<file path="config.mk">
export PLATFORM = sky130hd
export DESIGN_NAME = fft_stage_ctrl
export DESIGN_NICKNAME = d
export VERILOG_FILES = /design/src/rtl/fft_stage_ctrl.sv
export SDC_FILE = /design/constraint.sdc
export NUM_CORES = 1
export LEC_CHECK = 0
export ABC_AREA = 1
export CAP_MARGIN = 20
export CORE_MARGIN = 5
export CORE_UTILIZATION = 43
export DETAILED_ROUTE_END_ITERATION = 16
export PLACE_DENSITY = 0.74
export SETUP_SLACK_MARGIN = 0.05
export SYNTH_ARGS = -nofsm -noshare
export SYNTH_HDL_FRONTEND = slang
export SYNTH_SLANG_ARGS = --single-unit
</file>
<file path="constraint.sdc">
create_clock -name clk -period 1.6 [get_ports clk]
set_input_delay 0.48 -clock clk [delete_from_list [all_inputs] [get_ports clk]]
set_output_delay 0.48 -clock clk [all_outputs]
set_load 0.01 [all_outputs]
</file>
<file path="src/rtl/fft_stage_ctrl.sv">
`default_nettype none
// ============================================================================
//  Module      : fft_stage_ctrl
//  Description : Sequencing controller for one radix-2 FFT stage. Aligns
//                incoming blocks to frames of 2^CLK_CNT blocks, pulses the
//                twiddle multiplier's block-counter enable, carries valid/SOF/
//                EOF tags alongside the fixed-latency datapath and turns
//                downstream backpressure into a global pipeline enable.
//  Revision    : 1.0 - initial release
// ============================================================================
module fft_stage_ctrl #(
    parameter int CLK_CNT  = 4,
    parameter int PIPE_LAT = 2
) (
    input  logic               clk,
    input  logic               rst,
    input  logic               in_valid,
    input  logic               in_sof,
    output logic               in_ready,
    output logic               twd10_valid,
    output logic [CLK_CNT-1:0] blk_idx,
    output logic               pipe_en,
    output logic               out_valid,
    output logic               out_sof,
    output logic               out_eof,
    input  logic               out_ready,
    output logic               frame_done,
    output logic               err_sof,
    output logic               err_drop,
    output logic [15:0]        frames_out
);

    typedef enum logic [0:0] {
        ST_IDLE = 1'b0,
        ST_RUN  = 1'b1
    } state_t;

    // Index of the final block of a frame; the beat accepted here carries EOF.
    localparam logic [CLK_CNT-1:0] c_blk_last = '1;

    state_t                r_state_q;
    state_t                w_state_d;
    logic [CLK_CNT-1:0]    r_blk_idx_q;
    logic [CLK_CNT-1:0]    w_blk_idx_d;
    logic [PIPE_LAT-1:0]   r_vld_sr_q;
    logic [PIPE_LAT-1:0]   w_vld_sr_d;
    logic [PIPE_LAT-1:0]   r_sof_sr_q;
    logic [PIPE_LAT-1:0]   w_sof_sr_d;
    logic [PIPE_LAT-1:0]   r_eof_sr_q;
    logic [PIPE_LAT-1:0]   w_eof_sr_d;
    logic [15:0]           r_frames_out_q;
    logic [15:0]           w_frames_out_d;

    logic                  w_pipe_en;
    logic                  w_accept;
    logic                  w_fwd;
    logic                  w_fwd_sof;
    logic                  w_fwd_eof;
    logic                  w_err_sof;
    logic                  w_err_drop;
    logic                  w_out_valid;
    logic                  w_frame_done;

    // Pipeline moves whenever the last stage is empty or is being delivered.
    assign w_pipe_en    = out_ready | ~r_vld_sr_q[PIPE_LAT-1];
    assign w_accept     = in_valid & w_pipe_en;
    assign w_out_valid  = r_vld_sr_q[PIPE_LAT-1];
    assign w_frame_done = w_out_valid & out_ready & r_eof_sr_q[PIPE_LAT-1];

    // Frame alignment: decide per accepted beat whether to forward or drop it.
    always_comb begin
        w_state_d   = r_state_q;
        w_blk_idx_d = r_blk_idx_q;
        w_fwd       = 1'b0;
        w_fwd_sof   = 1'b0;
        w_fwd_eof   = 1'b0;
        w_err_sof   = 1'b0;
        w_err_drop  = 1'b0;
        case (r_state_q)
            ST_IDLE: begin
                if (w_accept) begin
                    if (in_sof) begin
                        w_fwd     = 1'b1;
                        w_fwd_sof = 1'b1;
                        // A single-block frame closes immediately.
                        w_state_d = (r_blk_idx_q == c_blk_last) ? ST_IDLE : ST_RUN;
                    end else begin
                        w_err_drop = 1'b1;
                    end
                end
            end
            ST_RUN: begin
                if (w_accept) begin
                    if (in_sof) begin
                        // Dropping a stray SOF keeps the multiplier counter
                        // parity in step with the forwarded-block count.
                        w_err_sof = 1'b1;
                    end else begin
                        w_fwd = 1'b1;
                        if (r_blk_idx_q == c_blk_last) begin
                            w_state_d = ST_IDLE;
                        end
                    end
                end
            end
            default: w_state_d = ST_IDLE;
        endcase
        if (w_fwd) begin
            w_fwd_eof   = (r_blk_idx_q == c_blk_last);
            w_blk_idx_d = r_blk_idx_q + 1'b1;
        end
    end

    // Tag shift register: a dropped or absent beat enters stage 0 as a bubble.
    always_comb begin
        w_vld_sr_d = r_vld_sr_q;
        w_sof_sr_d = r_sof_sr_q;
        w_eof_sr_d = r_eof_sr_q;
        if (w_pipe_en) begin
            w_vld_sr_d[0] = w_fwd;
            w_sof_sr_d[0] = w_fwd_sof;
            w_eof_sr_d[0] = w_fwd_eof;
            for (int i = 1; i < PIPE_LAT; i++) begin
                w_vld_sr_d[i] = r_vld_sr_q[i-1];
                w_sof_sr_d[i] = r_sof_sr_q[i-1];
                w_eof_sr_d[i] = r_eof_sr_q[i-1];
            end
        end
        w_frames_out_d = r_frames_out_q + {15'd0, w_frame_done};
    end

    // State update with synchronous reset; in-flight tags are discarded.
    always_ff @(posedge clk) begin
        if (rst) begin
            r_state_q      <= ST_IDLE;
            r_blk_idx_q    <= '0;
            r_vld_sr_q     <= '0;
            r_sof_sr_q     <= '0;
            r_eof_sr_q     <= '0;
            r_frames_out_q <= '0;
        end else begin
            r_state_q      <= w_state_d;
            r_blk_idx_q    <= w_blk_idx_d;
            r_vld_sr_q     <= w_vld_sr_d;
            r_sof_sr_q     <= w_sof_sr_d;
            r_eof_sr_q     <= w_eof_sr_d;
            r_frames_out_q <= w_frames_out_d;
        end
    end

    assign in_ready    = w_pipe_en;
    assign pipe_en     = w_pipe_en;
    assign twd10_valid = w_fwd;
    assign err_sof     = w_err_sof;
    assign err_drop    = w_err_drop;
    assign blk_idx     = r_blk_idx_q;
    assign out_valid   = w_out_valid;
    assign out_sof     = w_out_valid & r_sof_sr_q[PIPE_LAT-1];
    assign out_eof     = w_out_valid & r_eof_sr_q[PIPE_LAT-1];
    assign frame_done  = w_frame_done;
    assign frames_out  = r_frames_out_q;

endmodule
`default_nettype wire

</file>
# [Yosys cells after proc, flatten, opt, wreduce, memory -nomap -nowiden]
# Index checks and enable logic that the tools add are counted.
[classes] addsub=2 n_eq_ne=1 n_mux=15 bitwise_logic=8
[op_table] operator="$add 16x1->16" count=1
[op_table] operator="$mux 1" count=13
[op_table] operator="$and 1x1->1" count=5
[op_table] operator="$add 4x1->4 const B" count=1
[op_table] operator="$eq 4x4->1 const B" count=1
[op_table] operator="$pmux 1 s2" count=2
[op_table] operator="$not 1->1" count=2
[op_table] operator="$or 1x1->1" count=1
[word_totals] ff_bits=27

# [Logic depth before layout (Yosys ltp)]
[logic_depth] ltp_word=6 depth_mapped=10 ltp_nobuf=10

# [Worst setup path after synthesis]
# No wires, ideal clock.
[synth_path] path_kind="in2reg" start="input port out_ready" end="register r_frames_out_q[14], in the netlist frames_out[14]" t_arrival_ns=1.655 required_time_ns=1.480 path_slack_ns=-0.175 stages=9 n_path_buf=0 path_cell_list="inv_1 -> nor2_1 -> ha_1 -> ha_1 -> nand3_2 -> nor2_2 -> nand3_1 -> nand2_1 -> a21oi_1"
[synth_via] elab_chain_len=3
[synth_lines] element="start, declared" line="26" rtl="input logic out_ready,"
[synth_lines] element="$and 1x1->1 (2 in series)" line="68" rtl="assign w_frame_done = w_out_valid & out_ready & r_eof_sr_q[PIPE_LAT-1];"
[synth_lines] element="named net frame_done" line="27" rtl="output logic frame_done,"
[synth_lines] element="$add 16x1->16" line="129" rtl="w_frames_out_d = r_frames_out_q + {15'd0, w_frame_done};"
[synth_lines] element="end signal, assigned" line="147" rtl="r_frames_out_q <= w_frames_out_d;"
[synth_lines] element="end, declared" line="51" rtl="logic [15:0] r_frames_out_q;"
# The timed path passes the listed nets, and every way through them passes these cells.
# A chain may end at the register's enable or synchronous reset.

# [Worst setup path in the final report]
[layout_path] start="input port in_sof" end="output port twd10_valid"
[layout_via] elab_chain_len=3
[layout_lines] element="start, declared" line="18" rtl="input logic in_sof,"
[layout_lines] element="$mux 1 (on tied branches)" line="94, 82"
[layout_lines] element="$mux 1 (on tied branches)" line="93, 81"
[layout_lines] element="$pmux 1 s2 (*)" line="79" rtl="case (r_state_q)"
[layout_lines] element="end, declared" line="20" rtl="output logic twd10_valid,"
# Mark *: on every way between the ends. The rest lies on a longest branch, timed or not.

==> reports/metrics.csv <==
stage,metric,value,unit
critical_path,"Slowest-stage cell, CP",clkdlybuf4s15_1,
outcome,status,"finished, violations left",
sta,Final Cycle Share,1.070,
detailed_routing,Avg Vias per Cell,4.700,
detailed_routing,post-route ant nets,0,
detailed_routing,drt initial violations,64,
cts,Clock Sinks,27,
synthesis,Ys Warns,0,
synthesis,Syn Nets,197,
layout,ant diodes,0,
detailed_routing,Pre-antenna DRT Iters,4,
detailed_routing,DRC errors left,0,
power,power density over the cells,522.4,mW/mm^2
sta,final hold violations,0,
floorplan,FP Rows,20,
sta,RSZ-0062 raised after global routing,true,
power,Peak VDD IR,0.7057,mV
detailed_routing,routed len/inst,11.51,microns
job,MaxCap Viol Count,0,
synthesis,post-synth cell types,23,
layout,nets,269,
sta,Max-slew headroom,0.7590,
synthesis,Synth Register Bits,27,
cts,TritonCTS clock tree,built,
critical_path,Crit Path Class,input pin to output pin,
synthesis,Cells after Synth,188,
global_routing,vias in the first global route,1301,
outcome,failing checks,negative setup slack,
floorplan,Initial Util,0.4463,
synthesis,ys flop type,dfxtp_1,
synthesis,"Async S/R FF share, synth",0,
cts,total CTS buffers,3,
sta,Setup WS post-layout,-0.1114,ns
sta,Final min period,1.711,ns
synthesis,Syn Std Cell Area,0.001351,sq mm
placement,Setup Slack @ Placement,-0.7503,ns
global_routing,first-pass GRT wire length,5568,microns
sta,setup TNS,-0.3491,ns
critical_path,"Cell Chain, Critical Path","clkdlybuf4s15_1, inv_2, nand4_4, nand2_2, buf_6",
layout,layout cell share with drive strength beyond 1,0.3822,
critical_path,Arrival @ worst endpoint,1.23,ns
power,share of total power in sequential cells,0.609,
placement,post-DP HPWL,2387,microns
critical_path,CP Data Required Time,1.12,ns
floorplan,Core Region,0.003028,sq mm
sta,Slew Limit Fails,0,
floorplan,Ports,34,
global_routing,antenna violations before repair,0,
sta,Worst Tran Pin Value,0.3615,ns
critical_path,largest fanout on the critical path,3,
layout,Filler Cells Inserted,245,
layout,area grow syn2layout,62.59,%
power,share of total power in combinational logic,0.129,
floorplan,Die Y,66.06,microns
power,Clock power frac,0.262,
critical_path,CP max stage delay,0.26,ns
global_routing,largest net degree at the start of global routing,16,
cts,cts hold-fix bufs,0,
synthesis,cell taking the most area after synthesis,dfxtp_1,
synthesis,synth top area cells,"dfxtp_1, nand2_1, nor2_1, inv_1, a21oi_1",
synthesis,"count leader, synth",nand2_1,
synthesis,Synth top area share,0.4000,
synthesis,"EDFF count, synth",0,
critical_path,crit end category,output pin,
floorplan,die area,0.004364,sq mm
placement,PortBufs,33,
sta,skew final,0.01037,ns
cts,clk_lat worst skew,0.33,ns
synthesis,sequential fraction of the synthesis area,0.4000,
power,Pint,0.8511,mW
cts,H-tree depth,1,
power,NetSw,0.2968,mW
global_routing,total track usage,0.1631,
sta,"Setup violations, final",7,
floorplan,die width,66.06,microns
cts,Root Driver,clkbuf_4,
worst_hold_path,worst hold path class,register to register,
cts,Clock Path Buffers,2,
placement,routability cong.,0.8508,
detailed_routing,Total Wirelength,3487,microns
power,leakage power,1.028,nW
global_routing,grt ovf,0,
power,Net Sw Frac,0.2585,
synthesis,synth cell count leaders,"nand2_1, nor2_1, dfxtp_1",
sta,Max Fclk,0.5843,GHz
detailed_routing,vias post-DR,1424,
cts,Clock transition at path regs,0.14,ns
synthesis,Mapped Avg Cell Area,7.188,sq um
critical_path,startpoint class of the critical path,input pin,
[state kept, by name, summed over array words and instances (netlist names)]
name	flops
frames_out	16
blk_idx	4
r_eof_sr_q	2
r_sof_sr_q	2
r_vld_sr_q	2
r_state_q	1
[worst max-delay path: cells and delay by family]
kind                   cells  cell delay [ns]
buffers and inverters      3             0.52
and+or+nand+nor            2             0.23
[kinds of logic after synthesis]
family                     after synthesis  share of synthesized area
adders and majority gates                4                    0.03704
and+or+nand+nor                        106                     0.3731
DFF                                     27                     0.4000
buffers and inverters                   29                    0.08425
AOI/OAI and AO/OA                       15                    0.06019
xor gates and xnor gates                 7                    0.04537
[placed cells by master, fill, tap and decap left out, types with 2 or more instances in the layout]
cell type,Yosys,routed
a21oi_1,10,9
buf_2,1,3
buf_4,1,32
buf_6,0,10
clkbuf_4,0,3
clkdlybuf4s15_1,0,3
dfxtp_1,27,18
dfxtp_2,0,9
dlygate4sd2_1,0,20
ha_4,0,3
inv_1,22,19
inv_2,4,6
nand2_1,43,39
nand2_2,4,6
nand2_4,1,2
nand3_1,10,6
nand3_2,2,2
nand3_4,0,4
nand4_1,4,4
nand4_4,0,2
nor2_1,34,30
nor2_2,2,3
nor2_4,3,6
o21ai_0,4,3
xor2_1,5,5
[final cells by class]
| class | count | area [sq um] | share of cell area |
|---|---|---|---|
| repair buffers | 70 | 588.1 | 0.2677 |
| flip-flops and latches | 27 | 551.8 | 0.2511 |
| well taps | 44 | 55.05 | 0.02506 |
| clock buffers | 3 | 22.52 | 0.01025 |
| clock inverters | 1 | 5.005 | 0.002278 |
| multi-input cells | 132 | 874.6 | 0.3981 |
| inverters | 26 | 100.1 | 0.04556 |
[power by group through the flow]
stage / combinational (mW) / clock [mW] / sequential, mW
final: 0.148 / 0.301 / 0.699
after global routing: 0.163 / 0.341 / 0.701
after CTS: 0.136 / 0.316 / 0.698
after detailed placement: 0.123 / 0 / 0.711
after global placement: 0.122 / 0 / 0.711
after floorplan: 0.0555 / 0 / 0.713
[layer usage]
| layer | vias to the layer above | GRT usage | part of all wire |
|---|---|---|---|
| met4 | 0 | 0.04822 | 0.016 |
| met2 | 32 | 0.2778 | 0.52 |
| met5 | - | 0 | 0 |
| met3 | 8 | 0.04592 | 0.046 |
| met1 | 657 | 0.1985 | 0.42 |
| li1 | 727 | - | - |
[final timing paths]
path                      start             end  slack [ns]  depth (start not counted)
setup / recovery         in_sof     twd10_valid       -0.11                          5
hold / removal    r_vld_sr_q[0]   r_vld_sr_q[1]        0.46                          2
setup reg to reg  r_vld_sr_q[1]  frames_out[14]           0                         11
hold reg to reg   r_vld_sr_q[0]   r_vld_sr_q[1]        0.46                          2
[through the flow]
step | util | std cells | instance area (sq um) | power (mW) | hold WS (ns)
final | 0.7256 | 303 | 2197 | 1.148 | 0.4625
after detailed placement | 0.6438 | 286 | 1949 | 0.8343 | 0.4406
after CTS | 0.6864 | 298 | 2078 | 1.150 | 0.4610
after floorplan | - | 188 | 1400 | 0.7686 | 0.4287
after global placement | 0.6438 | 286 | 1949 | 0.8336 | 0.4428
after global routing | 0.7256 | 303 | 2197 | 1.205 | 0.5041
[what timing repair did]
item,CTS,global route
resized for setup,86,22
pin swaps,8,18
endpoints found under the setup margin,43,18
setup buffers,8,5
No activity file was read; power rests on OpenSTA's default activity.
